[src/rtl/pimc_rx.sv]
// Receive endpoint for interrupt-controller messages: acknowledges messages aimed at
// CPU_ID and queues their line numbers for the core. Define PIMC_RX_BROADCAST_EN to also accept pid 8'hFF.
module pimc_rx #(
    parameter logic [7:0] CPU_ID     = 8'h00,
    parameter int         FIFO_DEPTH = 4
) (
    input  logic                             clk,
    input  logic                             rst_n,
    input  logic                             notify,
    input  logic [7:0]                       lineno,
    input  logic [7:0]                       processor_id,
    output logic                             irqack,
    output logic                             irq_pending,
    output logic [7:0]                       irq_line,
    input  logic                             core_claim,
    output logic [$clog2(FIFO_DEPTH+1)-1:0]  pend_count
);

    localparam int PW = $clog2(FIFO_DEPTH);
    localparam int CW = $clog2(FIFO_DEPTH + 1);
    localparam logic [CW-1:0] DEPTH_C = CW'(FIFO_DEPTH);

    localparam logic [1:0] IDLE    = 2'd0;
    localparam logic [1:0] ACK     = 2'd1;
    localparam logic [1:0] RELEASE = 2'd2;

    logic [1:0]    state_q, state_d;
    logic [PW-1:0] wr_ptr_q, wr_ptr_d;
    logic [PW-1:0] rd_ptr_q, rd_ptr_d;
    logic [CW-1:0] count_q, count_d;
    logic [7:0]    head_q, head_d;
    logic          irqack_q, irqack_d;
    logic [7:0]    mem_q [FIFO_DEPTH];
    logic          id_match;
    logic          push;
    logic          pop;

    always_comb begin
`ifdef PIMC_RX_BROADCAST_EN
        id_match = (processor_id == CPU_ID) || (processor_id == 8'hFF);
`else
        id_match = (processor_id == CPU_ID);
`endif
        // Full check uses the pre-edge count, so a same-cycle pop never frees a slot early.
        push = (state_q == IDLE) && !notify && id_match && (count_q < DEPTH_C);
        pop  = core_claim && (count_q != '0);

        state_d = state_q;
        case (state_q)
            IDLE:    if (push) state_d = ACK;
            ACK:     state_d = RELEASE;
            RELEASE: if (notify) state_d = IDLE;
            default: state_d = IDLE;
        endcase
        irqack_d = (state_d == ACK);

        wr_ptr_d = push ? wr_ptr_q + PW'(1) : wr_ptr_q;
        rd_ptr_d = pop  ? rd_ptr_q + PW'(1) : rd_ptr_q;

        count_d = count_q;
        if (push && !pop) begin
            count_d = count_q + CW'(1);
        end else if (pop && !push) begin
            count_d = count_q - CW'(1);
        end

        // The head output is registered, so it is computed from the post-edge queue contents;
        // a push landing exactly at the new head is forwarded from lineno.
        if (count_d == '0) begin
            head_d = 8'h00;
        end else if (push && (rd_ptr_d == wr_ptr_q)) begin
            head_d = lineno;
        end else begin
            head_d = mem_q[rd_ptr_d];
        end
    end

    always_ff @(posedge clk or negedge rst_n) begin
        if (!rst_n) begin
            state_q  <= IDLE;
            wr_ptr_q <= '0;
            rd_ptr_q <= '0;
            count_q  <= '0;
            head_q   <= 8'h00;
            irqack_q <= 1'b0;
        end else begin
            state_q  <= state_d;
            wr_ptr_q <= wr_ptr_d;
            rd_ptr_q <= rd_ptr_d;
            count_q  <= count_d;
            head_q   <= head_d;
            irqack_q <= irqack_d;
        end
    end

    always_ff @(posedge clk) begin
        if (push) begin
            mem_q[wr_ptr_q] <= lineno;
        end
    end

    assign irqack      = irqack_q;
    assign irq_pending = (count_q != '0);
    assign irq_line    = head_q;
    assign pend_count  = count_q;

endmodule

[config.mk]
export PLATFORM = sky130hd
export DESIGN_NAME = pimc_rx
export DESIGN_NICKNAME = d
export VERILOG_FILES = /design/src/rtl/pimc_rx.sv
export SDC_FILE = /design/constraint.sdc
export NUM_CORES = 1
export LEC_CHECK = 0
export BUFFER_PORTS_ARGS = -buffer_cell sky130_fd_sc_hd__buf_4
export CORE_MARGIN = 2
export CORE_UTILIZATION = 34
export DETAILED_ROUTE_END_ITERATION = 6
export PLACE_DENSITY_LB_ADDON = 0.3
export RECOVER_POWER = 25
export SYNTH_ARGS = -nofsm -noshare
export SYNTH_HDL_FRONTEND = slang
export SYNTH_SLANG_ARGS = --single-unit
[constraint.sdc]
create_clock -name clk -period 3.8 [get_ports clk]
set_input_delay 0.76 -clock clk [delete_from_list [all_inputs] [get_ports clk]]
set_output_delay 0.76 -clock clk [all_outputs]
set_load 0.03 [all_outputs]
; ---- After elaboration in Yosys (flattened, before gate mapping)
; Memories as Yosys holds them, arrays and structs flattened.
; Index checks and enable logic that the tools add are counted.
[totals]
register_bits = 18
latchBits = 0
ramBits = 32
romBits = 0
input_bits = 20
wordCells = 40
n_memories = 1
[op_classes]
n_addsub = 4
multipliers = 0
div = 0
magnitude_cmp = 1
eq_ne = 4
n_shift = 0
mux = 10
n_bitwise = 0
reduce_logical = 14
[memory_table]
columns = name, depth, word_bits, read_ports, rd_clocked_by_memory_dff, write_ports, line
row1 = mem_q, 4, 8, 1, 0, 1, 33  ; logic [7:0] mem_q [FIFO_DEPTH];
[op_table]
columns = cell, n
row1 = 8-bit two-way mux, 2
row2 = 8-bit logical NOT, 1
row3 = 1-bit logical AND, 7
row4 = 2-bit two-way mux, 3
row5 = 3-bit two-way mux, 2
row6 = 2-bit case mux with 3 select lines, 1
row7 = 2-bit by 1-bit adder with 2-bit output (second input constant), 2
row8 = 2-bit by 1-bit == test with 1-bit output (second input constant), 2
row9 = 3-bit by 1-bit adder with 3-bit output (second input constant), 1
row10 = 1-bit logical NOT, 3
row11 = 3-bit logical NOT, 1
row12 = 3-bit less-than comparator (second input constant), 1
row13 = 3-bit nonzero test, 1
row14 = 3-bit by 1-bit subtractor with 3-bit output (second input constant), 1
row15 = 2-bit == test, 1
row16 = 2-bit == test (second input constant), 1
row17 = 2-bit logical NOT, 1
row18 = 1-bit two-way mux, 2

; ---- Depth between registers and ports, before layout
; Gate-level depths: netlist (run 1).
[depth]
word_depth = 10
ltp_mapped = 10

; ---- Least setup slack after synthesis (run 1)
; No wires, ideal clock.
[synth_timing]
path_kind = input to register
startpoint = input processor_id[1]
endpoint = memory mem_q[1][0], enable pin
arrival_time_ns = 1.989
t_required_ns = 3.468
setup_slack_ns = 1.479
stages = 5
path_buffers = 2
path_cell_list = nor4_1 -> and4_1 -> buf_4 -> clkbuf_1 -> and2_1
[synth_between]
elab_chain_len = 5
[synth_rtl]
columns = element, line
row1 = "start, declared", 11  ; input logic [7:0] processor_id,
row2 = 8-bit logical NOT, 42  ; id_match = (processor_id == CPU_ID);
row3 = 1-bit logical AND (2 in series), 45  ; push = (state_q == IDLE) && !notify && id_match && (count_q < DEPTH_C);
row4 = 1-bit two-way mux, 97  ; if (push) begin
row5 = 1-bit two-way mux (implied by the code), 98  ; mem_q[wr_ptr_q] <= lineno;
row6 = "end, declared", 33
; Every way passes these cells.

; ---- Worst setup path after layout (run 1)
[layout_timing]
startpoint = input processor_id[1]
endpoint = register head_q[4] (netlist: irq_line[4])
[layout_between]
elab_chain_len = 9
[layout_rtl]
columns = element, line
row1 = 8-bit logical NOT (*), 42
row2 = 1-bit logical AND (*) (2 in series), 45
row3 = 1-bit logical NOT, 63  ; end else if (pop && !push) begin
row4 = 1-bit logical AND, 63
row5 = 3-bit two-way mux, 63
row6 = 3-bit two-way mux (*), 61  ; if (push && !pop) begin
row7 = named net count_d[1], 30  ; logic [CW-1:0] count_q, count_d;
row8 = 3-bit logical NOT (*), 69  ; if (count_d == '0) begin
row9 = 8-bit two-way mux (*), 69
row10 = named net head_d[4], 31  ; logic [7:0] head_q, head_d;
row11 = "end signal, assigned", 84  ; head_q <= 8'h00;
row12 = "end signal, assigned", 91  ; head_q <= head_d;
row13 = "end, declared", 31
; Mark *: on every way through the listed nets, which the timed path passes. The rest lies on a longest branch.
; A chain may end at the register's enable or synchronous reset.

==> summary.txt, run 1 <==
Place
  – Placed cells: 266
  – I/O Buffers: 32
  – RD Place Congestion: 0.749
  – Placed Area: roughly 2500 sq um
  – HPWL after detailed placement: 2.82 mm

Floorplanning
  – Core Region: between 6000 and 7000 sq um
  – Starting Density: 0.353
  – Die X: 85.4 microns
  – Rows: 29
  – Top Ports: 33
  – Full die area: 7290 sq um
  – Chip height: 85.4 microns

Timing
  – Final setup viols: 0
  – RSZ-0062 raised after global routing: false
  – Max Freq: 406 MHz
  – Worst rel slew slack: 0.286
  – Setup TNS: 0 ns
  – Max Slew Vio Count: 0
  – Endpoints failing hold: 0
  – Final worst path period need: 2.46 ns
  – Final period util: 0.649
  – Clock skew: between 0.005 and 0.006 ns
  – Slew @ Worst Pin: 1.07 ns

Finish
  – Register area: 1410 sq um
  – Fillcell total: 596
  – Area occupied by multi-input gates: 763 sq um
  – Diode count: 0
  – Final nets: 223
  – Layout area overhead: 17.0%
  – Post-route cell area: 2640 sq um
  – Layout cell share with drive strength beyond 1: 0.259
  – Layout Cells excl Fill: 274

CTS
  – Clock Latency Late Sink: ~0.30 ns
  – Setup bufs post-CTS: 0
  – CTS Sinks: 50
  – Hold_buf cts: 0
  – CTS tree: done
  – Reg clk slew, reported paths: 0.09 ns
  – Htree depth: 2
  – Post-CTS sizing: 0
  – CTS Buf Count: 5
  – Clk buf depth: 2
  – CTS root buffer: clkbuf_8

Logic synthesis
  – Synth Area in Simple Gates: 0.118
  – Ranking of synthesized cells by area: edfxtp_1, dfrtp_1, ha_1
  – Register area share after synthesis: 0.627
  – Library cells used by synthesis: 43
  – Mux cell area share after synthesis: 0.0144
  – Yosys top cell area share: 0.427
  – Mean Syn Cell Area: about 14 sq um
  – Post-synth EDFFs: 32
  – #FFs+latches synth: 50
  – Prevailing post-synth register cell: edfxtp_1
  – Mapped cell area: roughly 2300 sq um
  – Largest family of logic cells by synthesized area: compound AO/OA/AOI/OAI gates
  – Post-Synth XOR/XNOR Area: 0.0317
  – Largest area contributor in the netlist: edfxtp_1
  – Adder-cell area share of the yosys netlist: 0.0433
  – Syn Inst Count: 163
  – Syn nets: 190
  – Ys Warns: 0
  – Async SR Flop Fraction: 0.360
  – Post-synthesis compound-gate area fraction: 0.132

Outcome
  – Outcome: complete, no violations

Worst setup path
  – Max FO, Critical Path: 19
  – RR Startpoint: pend_count[0]
  – CP startpoint kind: primary input
  – Flop-to-flop setup slack: 1.37 ns
  – Crit path top cell by count: buf_4
  – Crit-path cells: buf_4 -> nor4_1 -> and4_1 -> buf_4 -> maj3_1 -> o22ai_2 -> a211oi_2 -> a311oi_1
  – Worst path max stage delay: ~0.58 ns
  – Worst r2r path cells: 7
  – RR Endpoint: irq_line[1]
  – CP Capture Type: register
  – Worst EP required: 3.95 ns
  – WP data arrival: 2.62 ns
  – Crit Path Category: primary input to register
  – Slowest CP cell: a211oi_2

Flow run
  – Maxcap violations: 0

Route
  – # DRC: 0
  – Final antenna-violating net count: 0
  – First drt pass iteration count: 5
  – Final WL: 4.32 mm
  – Via count: 1414
  – Drt wl/cell: 15.8 microns
  – Routed vias/inst: between 5 and 6
  – 1st-iter DRT viols: 110

Power and ir drop
  – Pwr Density: 689 nW/um^2
  – Static Leak: 0.00100 uW
  – VDD IR max: ~0.29 mV
  – Final Power: 1810 uW

Global routing
  – Tot GR Track Use: 0.119
  – Vias in the first global route: 1303
  – Initial antenna violation count: 0
  – Largest net degree at the start of global routing: 20
  – GRT overflow: 0
  – First-pass GRT wire length: 6.69 mm

Worst hold path
  – Min-delay src: state_q[0]
  – Sink of the worst hold path: state_q[1]
  – Worst hold path type: register to register
  – WHS Path Cells: 1
registers in the layout, summed over array words and instances, names as in the netlist:
name        flops
irq_line        8
irqack          1
mem_q          32
pend_count      3
rd_ptr_q        2
state_q         2
wr_ptr_q        2
per-stage QoR:
stage                     setup WS, ns   util  hold slack (ns)
after CTS                         1.32  0.415            0.322
final                             1.34  0.413            0.529
after global placement            1.02  0.397            0.495
after floorplan                   1.48      -            0.464
after detailed placement         0.973  0.397            0.509
after global routing              1.14  0.413            0.560
how the worst max path moves through the flow:
stage	from	to	slack, ns	depth (start not counted)
finish	processor_id[1]	irq_line[4]	1.34	8
global placement	processor_id[1]	irq_line[0]	1.02	8
detailed placement	processor_id[1]	irq_line[3]	0.97	8
global route	pend_count[0]	irq_line[5]	1.14	7
CTS	processor_id[1]	irq_line[4]	1.32	8
floorplan	processor_id[1]	mem_q[1][0]	1.48	5
logic make-up after synthesis:
group                      Yosys count
buffers and inverters               11
adders and majority gates            8
xor gates and xnor gates             6
muxes                                3
AOI/OAI and AO/OA                   33
DFF                                 50
and+or+nand+nor                     52
worst max-delay path: cells and delay by family:
kind                       cells  cell delay, ns
AOI/OAI and AO/OA              3            0.77
adders and majority gates      1            0.21
buffers and inverters          2            0.32
and+or+nand+nor                2            0.56
layer usage:
layer,up-vias,share of wire,global-route usage,wire (microns)
met5,-,0,0,0
met4,0,0.0056,0.0346,24
met3,4,0.066,0.0302,284
met2,46,0.48,0.185,2070
met1,685,0.45,0.164,1940
li1,679,-,-,-
cells in the final DEF, fill, tap and decap left out, drive strengths merged, types with 9 or more instances in the layout:
master / synthesis / layout
nand2: 14 / 14
clkbuf: 2 / 9
dfrtp: 18 / 18
edfxtp: 32 / 32
buf: 5 / 29
nor2: 18 / 18
synthesized netlist by cell type, types with 2 or more instances:
| cell | n |
|---|---|
| clkbuf_1 | 2 |
| nand2_1 | 13 |
| xnor2_1 | 4 |
| nor2_1 | 17 |
| a21oi_1 | 4 |
| nand3_1 | 3 |
| and4_1 | 2 |
| a311oi_1 | 6 |
| a211oi_2 | 2 |
| inv_1 | 4 |
| and2_1 | 5 |
| buf_4 | 2 |
| ha_1 | 7 |
| mux2_2 | 2 |
| nor4_1 | 2 |
| dfrtp_1 | 18 |
| nand3b_1 | 2 |
| edfxtp_1 | 32 |
| a222oi_1 | 7 |
| o21ai_0 | 6 |
report_power, final:
group          internal [uW]  switching (uW)  leakage (uW)
Clock                    200             180     0.0000587
Combinational            296             410      0.000441
Sequential               651            77.3      0.000504
Total                   1150             667       0.00100
cell type report:
class,count,share of cell area
sequential,50,0.536
multi-input combinational,102,0.290
timing repair buffer,33,0.0883
tap,77,0.0366
clock buffer,5,0.0261
clock inverter,3,0.0180
inverter,4,0.00570
(Power assumes the default switching activity.)
==> run 2, diff against run 1 <==
Clock period 3.8 ns to 2.1 ns, I/O delays scaled along.
==> run 2 against run 1 <==
Effect of this change:
- non-clock buffer count increased by 22
- worst hold slack worse by 0.17 ns
- die area unchanged
- critical path depth increased by 1
- sequential power is 74% higher
- total power increased by 93%
- via count rose by 4.2%
- sequential share of layout area fell by 4.2 points
- sequential cell count unchanged
- combinational power up 130%
- clock power increased by 54%
- critical path type is now register to register
- largest power group is now combinational cells
==> summary.txt, run 2 (synthesized netlist as in run 1, its figures left out) <==
Outcome
  – Outcome: complete, no violations

Timing
  – Final worst path period need: 1.98 ns
  – Endpoints failing hold: 0
  – Setup TNS: 0 ns
  – Clock skew: 0.00702 ns
  – Slew @ Worst Pin: 0.432 ns
  – Max Slew Vio Count: 0
  – Worst rel slew slack: 0.712
  – Final setup viols: 0
  – Final period util: 0.945
  – Max Freq: 504 MHz
  – Final setup margin: around 0.12 ns

Place
  – HPWL after detailed placement: 3.20 mm
  – Placed cells: 284
  – RD Place Congestion: slightly above 0.8
  – I/O Buffers: 32
  – Pre-CTS setup slack: -0.0592 ns

Route
  – Final WL: 4.58 mm
  – First drt pass iteration count: 4
  – # DRC: 0
  – Routed vias/inst: ~5.0
  – 1st-iter DRT viols: 119
  – Drt wl/cell: 15.5 microns
  – Via count: 1474
  – Final antenna-violating net count: 0

Worst hold path
  – WHS Path Cells: 2
  – Sink of the worst hold path: pend_count[2]
  – Worst hold path type: primary input to register
  – Min-delay src: core_claim

CTS
  – Htree depth: 2
  – CTS tree: done
  – Clock Latency Late Sink: ~0.3 ns
  – CTS Buf Count: 5
  – CTS Sinks: 50
  – Reg clk slew, reported paths: 0.10 ns
  – CTS root buffer: clkbuf_8
  – Clk buf depth: 2

Floorplanning
  – Starting Density: 0.353
  – Chip height: between 80 and 90 microns
  – Die X: roughly 85 microns
  – Core Region: 6390 sq um
  – Top Ports: 33
  – Rows: 29
  – Full die area: 7290 sq um

Power and ir drop
  – Static Leak: 0.00111 uW
  – Final Power: 3500 uW
  – Pwr Density: approximately 1200 nW/um^2
  – VDD IR max: 0.548 mV

Global routing
  – GRT overflow: 0
  – Vias in the first global route: 1493
  – First-pass GRT wire length: 7.30 mm
  – Initial antenna violation count: 0
  – Tot GR Track Use: 0.130
  – Largest net degree at the start of global routing: 19

Worst setup path
  – RR Startpoint: pend_count[1]
  – Crit Path Category: register to register
  – Crit-path cells: inv_1 -> ha_4 -> nand2b_4 -> and2_4 -> nand3_1 -> o31ai_4 -> buf_12 -> a222oi_1 -> a311oi_2
  – WP data arrival: 2.16 ns
  – CP Capture Type: register
  – Worst EP required: 2.28 ns
  – Slowest CP cell: dfrtp_2
  – Max FO, Critical Path: 8
  – CP startpoint kind: register
  – Flop-to-flop setup slack: 0.12 ns
  – RR Endpoint: irq_line[4]
  – Worst path max stage delay: 0.41 ns
  – Worst r2r path cells: 9

Finish
  – Final Core Density: 0.449
  – Layout Cells excl Fill: a little under 300
  – Layout cell share with drive strength beyond 1: 0.347
  – Largest register FFs: 32
  – Most frequent cells in the layout: buf_4, edfxtp_1, nor2_1, dfrtp_1, nand2_1
  – Layout area overhead: 27.2%
  – Biggest register: mem_q
  – Diode count: 0
  – Final nets: 245
  – Most common cell after layout, fill and taps aside: buf_4

Flow run
  – Maxcap violations: 0
[run 2: changes by cell type in the layout (fill, tap and decap cells not counted), sizes merged]
cell         before  now
buf              29   46
clkbuf            9   13
clkinv            1    2
bufinv            1    0
dlygate4sd3       0    1
[run 2: critical path: cells and delay by family (launching register included)]
kind / cells / cell delay, ns
AO/OA/AOI/OAI: 3 / 0.62
buffers and inverters: 2 / 0.25
adder cells (fa/ha/maj): 1 / 0.17
flip-flops: 1 / 0.41
AND/OR/NAND/NOR: 3 / 0.42
[run 2: how the worst max path moves through the flow]
stage | from | to | slack (ns) | cells after the start
2_1_floorplan | pend_count[1] | irq_line[5] | 0.02 | 10
3_3_place_gp | processor_id[5] | irq_line[6] | -0.06 | 8
3_5_place_dp | processor_id[5] | irq_line[3] | -0.06 | 7
4_1_cts | pend_count[2] | irq_line[3] | 0.03 | 7
5_1_grt | pend_count[1] | irq_line[4] | -0.003 | 9
6_report | pend_count[1] | irq_line[4] | 0.12 | 9
[run 2: routing by layer]
layer / vias up / part of all wire / GRT usage
li1: 727 / - / -
met1: 694 / 0.42 / 0.170
met4: 0 / 0.0085 / 0.0317
met2: 49 / 0.49 / 0.217
met5: - / 0 / 0
met3: 4 / 0.072 / 0.0321
[run 2: what timing repair did]
item | CTS | global route
pin swaps | 0 | 2
endpoints found under the setup margin | 7 | 8
gates cloned | 0 | 0
gates resized for setup | 1 | 3
hold buffers | 1 | 0
endpoints found under the hold margin | 18 | 0
setup buffers | 0 | 3
[run 2: through the flow]
step	cell area, sq um	hold WS [ns]
after global routing	2870	0.368
after global placement	2720	0.314
after CTS	2830	0.315
after floorplan	2280	0.124
after detailed placement	2720	0.311
final	2870	0.359
[run 2: final cells by class]
| cell class | count | area [sq um] |
|---|---|---|
| fillers | 597 | 3520 |
| multi-input cells | 102 | 807 |
| well taps | 77 | 96.3 |
| repair buffers | 55 | 435 |
| clock inverters | 3 | 28.8 |
| clock buffers | 5 | 68.8 |
| inverters | 4 | 15.0 |
| flip-flops and latches | 50 | 1410 |
[run 2: report_power, final]
group	switching (uW)	leakage, uW	internal (uW)	total, uW
sequential	86.5	0.000502	1180	1270
clock	336	0.0000502	247	584
combinational	881	0.000560	764	1650
total	1300	0.00111	2190	3500
==> run 3, diff against run 2 <==
Settings changed: MAX_ROUTING_LAYER from default to met4.
==> run 3 against run 2 <==
Effect of this change:
- critical path depth is the same
- maximum frequency is essentially flat
- total power is essentially flat
- sequential cell count is the same
- combinational power is essentially flat
- global-route usage grew 0.39 points
- die area is the same
==> summary.txt, run 3 (synthesized netlist as in run 1, its figures left out) <==
Outcome
  – Outcome: complete, no violations

CTS
  – Reg clk slew, reported paths: 0.10 ns
  – Clk buf depth: 2
  – CTS Sinks: 50
  – CTS tree: done
  – CTS root buffer: clkbuf_8
  – CTS Buf Count: 5
  – Clock Latency Late Sink: around 0.30 ns
  – Htree depth: 2

Worst setup path
  – CP Capture Type: register
  – CP startpoint kind: register
  – WP data arrival: 2.16 ns
  – Crit Path Category: register to register
  – Max FO, Critical Path: 8
  – Worst EP required: between 2 and 2.5 ns

Floorplanning
  – Chip height: between 80 and 90 microns
  – Die X: 85.4 microns
  – Starting Density: 0.353
  – Full die area: 7290 sq um
  – Core Region: between 6000 and 7000 sq um
  – Top Ports: 33
  – Rows: 29

Place
  – I/O Buffers: 32
  – HPWL after detailed placement: between 3 and 4 mm
  – Placed Area: 2720 sq um
  – RD Place Congestion: 0.839

Timing
  – Setup TNS: 0 ns
  – Clock skew: 0.00702 ns
  – WHS: 0.359 ns
  – Final setup viols: 0
  – Slew @ Worst Pin: 0.432 ns
  – Final worst path period need: 1.98 ns
  – Endpoints failing hold: 0
  – Final period util: 0.945
  – Max Slew Vio Count: 0
  – Worst rel slew slack: 0.712
  – Max Freq: 504 MHz

Power and ir drop
  – VDD IR max: 0.548 mV
  – Pwr Density: ~1200 nW/um^2
  – Static Leak: between 0.001 and 0.0015 uW

Global routing
  – Tot GR Track Use: 0.134
  – GRT overflow: 0
  – Initial antenna violation count: 0
  – Largest net degree at the start of global routing: 19
  – First-pass GRT wire length: 7.29 mm
  – Vias in the first global route: 1494

Finish
  – Area occupied by multi-input gates: slightly above 800 sq um
  – Fillcell total: 597
  – Biggest register: mem_q
  – Most common cell after layout, fill and taps aside: buf_4
  – Register area: 1410 sq um
  – Final nets: about 250
  – Layout cell share with drive strength beyond 1: 0.347
  – Post-route cell area: 2870 sq um
  – Layout area overhead: 27.2%
  – Most frequent cells in the layout: buf_4, edfxtp_1, nor2_1, dfrtp_1, nand2_1
  – Diode count: 0
  – Largest register FFs: 32

Route
  – Final antenna-violating net count: 0
  – Via count: 1474
  – Drt wl/cell: 15.5 microns
  – Final WL: approximately 4.6 mm
  – 1st-iter DRT viols: 114
  – Routed vias/inst: 4.98
  – First drt pass iteration count: 4
  – # DRC: 0

Worst hold path
  – Worst hold path type: primary input to register

Flow run
  – Maxcap violations: 0
## run 3: cell counts in the layout (fill, tap and decap cells not counted)
No cell type changed its count.
## run 3: stage by stage
| stage | utilization | worst slack [ns] | std cells | total power, uW |
|---|---|---|---|---|
| detailed placement | 0.426 | -0.0592 | 284 | 2860 |
| finish | 0.449 | 0.116 | 296 | 3500 |
| CTS | 0.443 | 0.0346 | 293 | 3460 |
| floorplan | - | 0.0210 | 163 | 2320 |
| global placement | 0.426 | -0.0617 | 284 | 2820 |
| global route | 0.449 | -0.00255 | 296 | 3720 |
## run 3: final cells by class
class	instances	share of cell area
tap	77	0.0336
sequential	50	0.493
multi-input combinational	102	0.282
clock inverter	3	0.0100
clock buffer	5	0.0240
inverter	4	0.00524
timing repair buffer	55	0.152
## run 3: path summary, 6_finish.rpt
kind,start,to,slack [ns],cells past startpoint
min in group asynchronous,rst_n,irq_line[4],0.52,2
worst min register to register,state_q[0],state_q[1],0.52,1
worst max register to register,pend_count[1],irq_line[4],0.12,9
max in group asynchronous,rst_n,pend_count[0],1.36,2
worst min-delay path,core_claim,pend_count[2],0.36,2
worst max-delay path,pend_count[1],irq_line[4],0.12,9
## run 3: critical path, cell delays in order, from the launching register on
cell and delay, ns:
dfrtp_2 0.41, inv_1 0.10, ha_4 0.17, nand2b_4 0.07, and2_4 0.21, nand3_1 0.14
o31ai_4 0.10, buf_12 0.15, a222oi_1 0.38, a311oi_2 0.14
## run 3: what timing repair did
item | in CTS | in global routing
setup endpoints to repair | 7 | 8
buffers inserted | 0 | 3
hold buffers | 1 | 0
resized for setup | 1 | 3
pin swaps | 0 | 2
hold endpoints to repair | 18 | 0
cloned | 0 | 0
## run 3: report_power, final
group          switching (uW)  internal [uW]
Clock                     336            247
Sequential               86.5           1180
Combinational             881            764
Total                    1300           2190
## run 3: metal layers
metal / global-route usage / part of all wire
met2: 0.217 / 0.49
met4: 0.0317 / 0.0085
met5: - / 0
met3: 0.0311 / 0.070
met1: 0.170 / 0.43
